## config.mk

```make
export PLATFORM = sky130hd
export DESIGN_NAME = req_gnt_rr_arbiter_flat
export DESIGN_NICKNAME = d
export VERILOG_FILES = /design/src/rtl/req_gnt_rr_arbiter_if.sv /design/src/rtl/req_gnt_rr_arbiter.sv /design/src/flat_wrapper.sv
export SDC_FILE = /design/constraint.sdc
export NUM_CORES = 1
export LEC_CHECK = 0
export BUFFER_PORTS_ARGS = -buffer_cell sky130_fd_sc_hd__buf_2
export CAP_MARGIN = 10
export CORE_ASPECT_RATIO = 0.7
export CORE_MARGIN = 8
export CORE_UTILIZATION = 40
export CTS_CLUSTER_SIZE = 12
export DETAILED_ROUTE_END_ITERATION = 10
export SYNTH_ARGS = -nofsm -noshare
export SYNTH_HDL_FRONTEND = slang
export SYNTH_SLANG_ARGS = --single-unit
```

## constraint.sdc

```tcl
create_clock -name clk -period 2.5 [get_ports clk]
set_input_delay 0.5 -clock clk [delete_from_list [all_inputs] [get_ports clk]]
set_output_delay 0.5 -clock clk [all_outputs]
set_load 0.02 [all_outputs]
```

## src/rtl/req_gnt_rr_arbiter_if.sv

```systemverilog
// Request/grant bundle between requesters and the round-robin arbiter.
// The master modport is the requester side and the slave modport is the arbiter side.
interface req_gnt_rr_arbiter_if #(
    parameter int N_REQ = 4
) ();
    localparam int IDW = $clog2(N_REQ);

    logic [N_REQ-1:0] req;
    logic [N_REQ-1:0] gnt;
    logic             gnt_valid;
    logic [IDW-1:0]   gnt_id;
    logic             timeout;
    logic [15:0]      grant_count;

    modport master (
        output req,
        input  gnt, gnt_valid, gnt_id, timeout, grant_count
    );

    modport slave (
        input  req,
        output gnt, gnt_valid, gnt_id, timeout, grant_count
    );
endinterface

```

## src/rtl/req_gnt_rr_arbiter.sv

```systemverilog
// Round-robin arbiter: selects one requester, grants it after GNT_DELAY cycles,
// and holds the grant until its request drops or MAX_HOLD cycles expire.
module req_gnt_rr_arbiter #(
    parameter int N_REQ     = 4,
    parameter int GNT_DELAY = 1,
    parameter int MAX_HOLD  = 16
) (
    input  logic                clk,
    input  logic                rst,
    req_gnt_rr_arbiter_if.slave bus
);
    localparam int             IDW        = $clog2(N_REQ);
    localparam logic [IDW-1:0] LAST_RST   = IDW'(N_REQ - 1);
    localparam logic [3:0]     DLY_LOAD   = 4'(GNT_DELAY - 1);
    localparam logic [7:0]     HOLD_MAX   = 8'(MAX_HOLD);
    localparam bit             DIRECT_GNT = (GNT_DELAY == 1);

    typedef enum logic [1:0] {
        IDLE    = 2'd0,
        WAIT    = 2'd1,
        GRANT   = 2'd2,
        RELEASE = 2'd3
    } state_e;

    state_e           state_q, state_d;
    logic [N_REQ-1:0] gnt_q, gnt_d;
    logic             gnt_valid_q, gnt_valid_d;
    logic [IDW-1:0]   gnt_id_q, gnt_id_d;
    logic             timeout_q, timeout_d;
    logic [15:0]      grant_count_q, grant_count_d;
    logic [IDW-1:0]   last_q, last_d;
    logic [3:0]       dly_cnt_q, dly_cnt_d;
    logic [7:0]       hold_cnt_q, hold_cnt_d;
    logic [IDW-1:0]   winner_s;

    // Scanning downward leaves the lowest offset from last+1 as the final winner.
    function automatic logic [IDW-1:0] rr_pick(input logic [N_REQ-1:0] r,
                                               input logic [IDW-1:0]   l);
        logic [IDW-1:0] w;
        int             idx;
        w = l;
        for (int k = N_REQ; k >= 1; k--) begin
            idx = (int'(l) + k) % N_REQ;
            w   = r[idx] ? IDW'(idx) : w;
        end
        return w;
    endfunction

    function automatic logic [N_REQ-1:0] onehot(input logic [IDW-1:0] id);
        logic [N_REQ-1:0] v;
        v     = {N_REQ{1'b0}};
        v[id] = 1'b1;
        return v;
    endfunction

    function automatic logic [15:0] sat_inc(input logic [15:0] c);
        return (c == 16'hFFFF) ? c : c + 16'd1;
    endfunction

    assign winner_s = rr_pick(bus.req, last_q);

    // Next-state and next-output computation for the arbitration FSM.
    always_comb begin
        state_d       = state_q;
        gnt_d         = gnt_q;
        gnt_id_d      = gnt_id_q;
        timeout_d     = 1'b0;
        grant_count_d = grant_count_q;
        last_d        = last_q;
        dly_cnt_d     = dly_cnt_q;
        hold_cnt_d    = hold_cnt_q;
        case (state_q)
            IDLE: begin
                if (|bus.req) begin
                    gnt_id_d = winner_s;
                    if (DIRECT_GNT) begin
                        state_d       = GRANT;
                        gnt_d         = onehot(winner_s);
                        hold_cnt_d    = 8'd1;
                        grant_count_d = sat_inc(grant_count_q);
                        last_d        = winner_s;
                    end else begin
                        state_d   = WAIT;
                        dly_cnt_d = DLY_LOAD;
                    end
                end else begin
                    state_d = IDLE;
                end
            end
            WAIT: begin
                if (!bus.req[gnt_id_q]) begin
                    state_d = IDLE;
                end else if (dly_cnt_q == 4'd0) begin
                    state_d       = GRANT;
                    gnt_d         = onehot(gnt_id_q);
                    hold_cnt_d    = 8'd1;
                    grant_count_d = sat_inc(grant_count_q);
                    last_d        = gnt_id_q;
                end else begin
                    dly_cnt_d = dly_cnt_q - 4'd1;
                end
            end
            GRANT: begin
                // A request drop wins over the hold limit, so no timeout in that case.
                if (!bus.req[gnt_id_q]) begin
                    state_d = RELEASE;
                    gnt_d   = {N_REQ{1'b0}};
                end else if (hold_cnt_q == HOLD_MAX) begin
                    state_d   = RELEASE;
                    gnt_d     = {N_REQ{1'b0}};
                    timeout_d = 1'b1;
                end else begin
                    hold_cnt_d = hold_cnt_q + 8'd1;
                end
            end
            RELEASE: begin
                state_d = IDLE;
            end
            default: begin
                state_d = IDLE;
                gnt_d   = {N_REQ{1'b0}};
            end
        endcase
        gnt_valid_d = |gnt_d;
    end

    // State and output registers with synchronous reset.
    always_ff @(posedge clk) begin
        if (rst) begin
            state_q       <= IDLE;
            gnt_q         <= {N_REQ{1'b0}};
            gnt_valid_q   <= 1'b0;
            gnt_id_q      <= {IDW{1'b0}};
            timeout_q     <= 1'b0;
            grant_count_q <= 16'd0;
            last_q        <= LAST_RST;
            dly_cnt_q     <= 4'd0;
            hold_cnt_q    <= 8'd0;
        end else begin
            state_q       <= state_d;
            gnt_q         <= gnt_d;
            gnt_valid_q   <= gnt_valid_d;
            gnt_id_q      <= gnt_id_d;
            timeout_q     <= timeout_d;
            grant_count_q <= grant_count_d;
            last_q        <= last_d;
            dly_cnt_q     <= dly_cnt_d;
            hold_cnt_q    <= hold_cnt_d;
        end
    end

    assign bus.gnt         = gnt_q;
    assign bus.gnt_valid   = gnt_valid_q;
    assign bus.gnt_id      = gnt_id_q;
    assign bus.timeout     = timeout_q;
    assign bus.grant_count = grant_count_q;
endmodule

```

## src/flat_wrapper.sv

```systemverilog
// flat-port wrapper written by rule: the top's interface ports become plain ports
module req_gnt_rr_arbiter_flat 
#(
    parameter int N_REQ     = 4,
    parameter int GNT_DELAY = 1,
    parameter int MAX_HOLD  = 16
)
  (clk, rst, bus_req, bus_gnt, bus_gnt_valid, bus_gnt_id, bus_timeout, bus_grant_count);
  req_gnt_rr_arbiter_if #(.N_REQ(N_REQ)) bus_i ();
  input  logic clk;
  input  logic rst;
  input wire logic [$bits(bus_i.req)-1:0] bus_req;
  output wire logic [$bits(bus_i.gnt)-1:0] bus_gnt;
  output wire logic [$bits(bus_i.gnt_valid)-1:0] bus_gnt_valid;
  output wire logic [$bits(bus_i.gnt_id)-1:0] bus_gnt_id;
  output wire logic [$bits(bus_i.timeout)-1:0] bus_timeout;
  output wire logic [$bits(bus_i.grant_count)-1:0] bus_grant_count;
  assign bus_i.req = bus_req;
  assign bus_gnt = bus_i.gnt;
  assign bus_gnt_valid = bus_i.gnt_valid;
  assign bus_gnt_id = bus_i.gnt_id;
  assign bus_timeout = bus_i.timeout;
  assign bus_grant_count = bus_i.grant_count;
  req_gnt_rr_arbiter #(.N_REQ(N_REQ), .GNT_DELAY(GNT_DELAY), .MAX_HOLD(MAX_HOLD)) u_core (.clk(clk), .rst(rst), .bus(bus_i));
endmodule
```

== Yosys cells after proc, flatten, opt, wreduce, memory -nomap -nowiden ==
Cells that the tools add are included.

* Latch bits: 0
* RAM bits: 0
* Output and inout port bits: 24
* Memories kept: 0
* ROM bits: 0
* Bits in registers: 40

* Multiply operators: 0
* Order comparisons: 8
* Bitwise logic cells: 7
* Divide/modulo/power cells: 0
* Muxes and demuxes: 50
* $add $sub $neg: 7
* Shift-type cells: 0
* Equality and inequality tests: 12
* Reduce and logical (&&, ||, !) cells: 18

{| class="wikitable"
|+ Operators with widths
! kind !! number
|-
| $mux 16 || 4
|-
| $mux 8 || 5
|-
| $pmux 16 s2 || 1
|-
| $mux 2 || 12
|-
| $pmux 8 s3 || 1
|-
| $mux 4 || 5
|-
| $add 16x1->16 const B || 1
|-
| $eq 16x16->1 const B || 1
|-
| $lt 3x4->1 const B || 4
|-
| $mux 1 || 12
|-
| $pmux 4 s3 || 1
|-
| $bmux 1 s2 || 5
|-
| $add 8x1->8 const B || 1
|-
| $eq 8x5->1 const B || 1
|-
| $ne 2x1->1 const B || 4
|-
| $pmux 2 s4 || 1
|-
| $reduce_or 2->1 || 4
|-
| $reduce_or 4->1 || 2
|-
| $lt 2x3->1 const B || 2
|-
| $ne 3x3->1 const B || 2
|-
| $reduce_and 6->1 || 1
|-
| $add 2x1->2 const B || 2
|-
| $add 2x2->2 const B || 2
|-
| $and 1x1->1 const A || 4
|-
| 17 further kinds || 24
|}

== Logic depth before layout (Yosys ltp) ==
* Depth in word-level cells: 17
* Depth in mapped cells: 8

== Least setup slack after synthesis ==
Ideal clock, no wire load.

* Path kind: input to register
* Start point: input bus_req[3]
* End point: register u_core.hold_cnt_q[4]
* Required time: 2.380 ns
* Arrival: 1.999 ns
* Setup slack: 0.382 ns
* Setup time: 0.120 ns
* Cell stages on the path: 7
* Buffers on the path: 1
* Cells stage by stage: buf_2 or4_1 a221oi_4 a211oi_2 and3_1 xnor2_1 nor2_1

* Word-level cells in the longest chain between the ends: 4
* Elaborated cells between the ends (all ways): 7
* Classes of those cells: 3 x eq/ne; 2 x mux; 2 x reduce/logical

{| class="wikitable"
|+ RTL lines
! what !! RTL line !! RTL
|-
| start: declaration || flat_wrapper.sv:12 || <nowiki>input wire logic [$bits(bus_i.req)-1:0] bus_req;</nowiki>
|-
| $bmux 1 s2 || req_gnt_rr_arbiter.sv:91, req_gnt_rr_arbiter.sv:105 ||
|-
| $mux 1 (not written as such) || req_gnt_rr_arbiter.sv:91, req_gnt_rr_arbiter.sv:105 ||
|-
| $ne 2x1->1 (no line) || n/a ||
|-
| $reduce_and 6->1 (no line) * || n/a ||
|-
| end signal: assignment || req_gnt_rr_arbiter.sv:148 || <nowiki>hold_cnt_q <= hold_cnt_d;</nowiki>
|-
| end: declaration || req_gnt_rr_arbiter.sv:33 || <nowiki>logic [7:0] hold_cnt_q, hold_cnt_d;</nowiki>
|}

Every way passes the cells marked *; elsewhere a longest branch is shown, timed or not. The select of a mux whose other input is x is not followed.
A chain may end at the register's enable or synchronous reset.

== Final worst setup path ==
* Start point: register u_core.dly_cnt_q[0]
* End point: register u_core.hold_cnt_q[4]

* Word-level cells in the longest chain between the ends: 3

{| class="wikitable"
|+ RTL lines
! what !! RTL line !! RTL
|-
| start: declaration || req_gnt_rr_arbiter.sv:32 || <nowiki>logic [3:0] dly_cnt_q, dly_cnt_d;</nowiki>
|-
| start signal: assignment || req_gnt_rr_arbiter.sv:147 || <nowiki>dly_cnt_q <= dly_cnt_d;</nowiki>
|-
| $logic_not 4->1 || req_gnt_rr_arbiter.sv:93 || <nowiki>end else if (dly_cnt_q == 4'd0) begin</nowiki>
|-
| $ne 2x1->1 (no line) || n/a ||
|-
| $reduce_and 6->1 (no line) || n/a ||
|}

Every way passes these cells.

==> impl_metrics.json <==
{
  "status": "completed",
  "drt_iter0_drc": 85,
  "synth_area_leaders": "dfxtp_1 38%, nor2_1 7.2%, xnor2_1 5.9%",
  "drive_gt1_share_pct": 21.1,
  "crit_path_end_kind": "register",
  "die_h_um": 76.5,
  "crit_fanout": 4,
  "grt_max_degree": 35,
  "cts_setup_buffers": 0,
  "hp-class": "reg2reg",
  "drv_cap": 0,
  "fillers": 507,
  "dpl.hpwl_um": 3290,
  "syn_to_final_growth_pct": 17.3,
  "worstPathArrival_ns": 2.33,
  "seq_area_frac_synth_pct": 38.3,
  "dpl_cell_area_mm2": 0.00233,
  "power.density_mw_per_mm2": 657,
  "hold_buffers": 0,
  "drv_slew": 0,
  "htree_levels": 2,
  "rows": 22,
  "drt_wl_total_um": 4400,
  "path_clk_slew_ns": 0.08,
  "pin_count": 30,
  "most-common-layout-cells": "40 x nor2_1, 40 x dfxtp_1, 29 x buf_2",
  "period_minus_slack_ns": 2.15,
  "dp.cells": 339,
  "yosysTopAreaCell": "dfxtp_1",
  "setup.worst_path.class": "reg2reg",
  "syn_area_mm2": 0.00209,
  "multi_input_comb_area_mm2": 0.00121,
  "fin_crit_sh_pct": 86.0,
  "seqCellArea_um2": 801,
  "synth_cells": 241,
  "nets": 285,
  "worst_pin_slew_ns": 0.653,
  "drc": 0,
  "root_buffer": "clkbuf_8",
  "cts_sinks": 40,
  "rsz0062_at_grt": "false",
  "cp_slowest_cell": "nor4bb_1",
  "layout.cells.non_filler": 347,
  "synth_top_area_share_pct": 38.3,
  "critPathLaunchType": "register",
  "gp_congestion": 0.832,
  "cts_tree": "yes",
  "initial_core_util_pct": 40.7,
  "n_antenna_cell": 0,
  "clkLatencyLatePin_ns": 0.28,
  "firstDrtPassIters": 4,
  "dieArea_mm2": 0.00784,
  "fin_skew_ns": 0.00341,
  "antenna_found_initial": 0,
  "max_freq_mhz": 465,
  "ctsResizeCount": 0,
  "avgViaCountPerCell": 5.10,
  "grt_pass1_vias": 1650,
  "ir_drop_v": 0.000449,
  "cts_buffers": 5,
  "hold_viol": 0,
  "clockBufferDepth": 2,
  "power_leakage_nw": 0.974,
  "hold_ws_ns": 0.480,
  "fin_area_mm2": 0.00245,
  "synth_cell_types": 47,
  "die_w_um": 102,
  "syn_nets": 252,
  "required_ns": 2.68,
  "overflow": 0,
  "p_total_mw": 1.61,
  "io_buffers": 29,
  "worstPathCellList": "inv_1 > ha_1 > nor4bb_1 > a221oi_4 > a211oi_2 > and3_1 > xnor2_1 > nor2_1",
  "grt_pass1_wl_um": 7780,
  "slew-limit-headroom_pct": 55.9,
  "fp.coreArea_mm2": 0.00515,
  "grt_usage_pct": 12.0,
  "max_stage_delay_ns": 0.60,
  "setup_tns_ns": 0,
  "ys_warn_count": 0,
  "setup_viol": 0,
  "ys_ff_latch": 40,
  "dr_total_vias": 1770,
  "synth.avg_cell_area_um2": 8.69,
  "drtAntennaViolNets": 0,
  "wl_per_cell_um": 12.7
}
-- critical path, delay by kind of cell, from the launching register on --
family	cells	cell delay, ns
AO/OA/AOI/OAI	2	0.48
XOR/XNOR	1	0.11
adder cells (fa/ha/maj)	1	0.17
buffers and inverters	1	0.10
flip-flops	1	0.31
AND/OR/NAND/NOR	3	0.86
-- per-stage QoR --
| step | setup slack (ns) | util [%] |
|---|---|---|
| floorplan | 0.382 | - |
| finish | 0.350 | 47.7 |
| CTS | 0.363 | 47.7 |
| detailed placement | 0.211 | 45.2 |
| global route | 0.229 | 47.7 |
| global placement | 0.230 | 45.2 |
-- report_power, final --
part           leakage (nW)  total (mW)  switching, mW  internal, mW
Clock                0.0645       0.571          0.219         0.352
Combinational         0.585       0.327          0.194         0.133
Sequential            0.325       0.715         0.0402         0.675
Total                 0.974        1.61          0.453          1.16
-- path summary, 6_finish.rpt --
check	startpoint	end	slack (ns)	cells past startpoint
setup / recovery	u_core.dly_cnt_q[0]	u_core.hold_cnt_q[4]	0.35	8
hold reg to reg	u_core.bus.gnt[1]	u_core.bus.gnt[1]	0.48	2
hold / removal	u_core.bus.gnt[1]	u_core.bus.gnt[1]	0.48	2
setup reg to reg	u_core.dly_cnt_q[0]	u_core.hold_cnt_q[4]	0.35	8
-- layout make-up --
cell class / instances / area share, %
sequential: 40 / 32.6
timing repair buffer: 35 / 7.75
tap: 72 / 3.67
clock inverter: 1 / 1.22
inverter: 10 / 1.53
multi-input combinational: 182 / 49.3
clock buffer: 7 / 3.92
-- sequential cells by signal (all words and copies together), names as in the netlist --
name and flops:
u_core.bus.gnt_valid 1, u_core.state_q 2, u_core.hold_cnt_q 8, u_core.last_q 2, u_core.bus.grant_count 16, u_core.dly_cnt_q 4
u_core.bus.timeout 1, u_core.bus.gnt_id 2, u_core.bus.gnt 4
-- kinds of logic (layout without fill, tap and decap cells) --
kind of cell    after synthesis  count (layout)  synth area share (%)
simple gates                111             111                  27.4
flops                        40              40                  38.3
compound gates               39              39                  15.4
xor+xnor                     24              24                  10.0
buf+inv                      19              53                  3.94
fa+ha+maj                     5               5                  2.99
mux                           3               3                  2.03
-- cells in the mapped netlist (all sizes together) --
cell	number
nand2b	5
a31o	1
ha	5
o211ai	1
nand4bb	1
clkbuf	4
and2	3
a21oi	9
dfxtp	40
nor2b	1
nand2	16
a21boi	1
nor3b	5
o32a	1
nor4	2
o21ai	9
a211oi	7
xnor2	14
or3	4
and3	10
nor2	40
nand3	9
inv	10
nor3	6
xor2	10
a32oi	1
nor4bb	1
a41oi	1
buf	5
a221oi	4
or4	1
a211o	2
a22oi	1
mux2i	2
nand4	6
mux4	1
or2	1
o311a	1
-- routing by layer --
metal / wire length (um) / GRT usage (%) / vias to the layer above
met5: 0 / 0 / -
met4: 20 / 3.07 / 0
met3: 239 / 3.83 / 3
met2: 1800 / 16.8 / 45
met1: 2340 / 17.0 / 810
li1: - / - / 912
(Power assumes the default switching activity.)
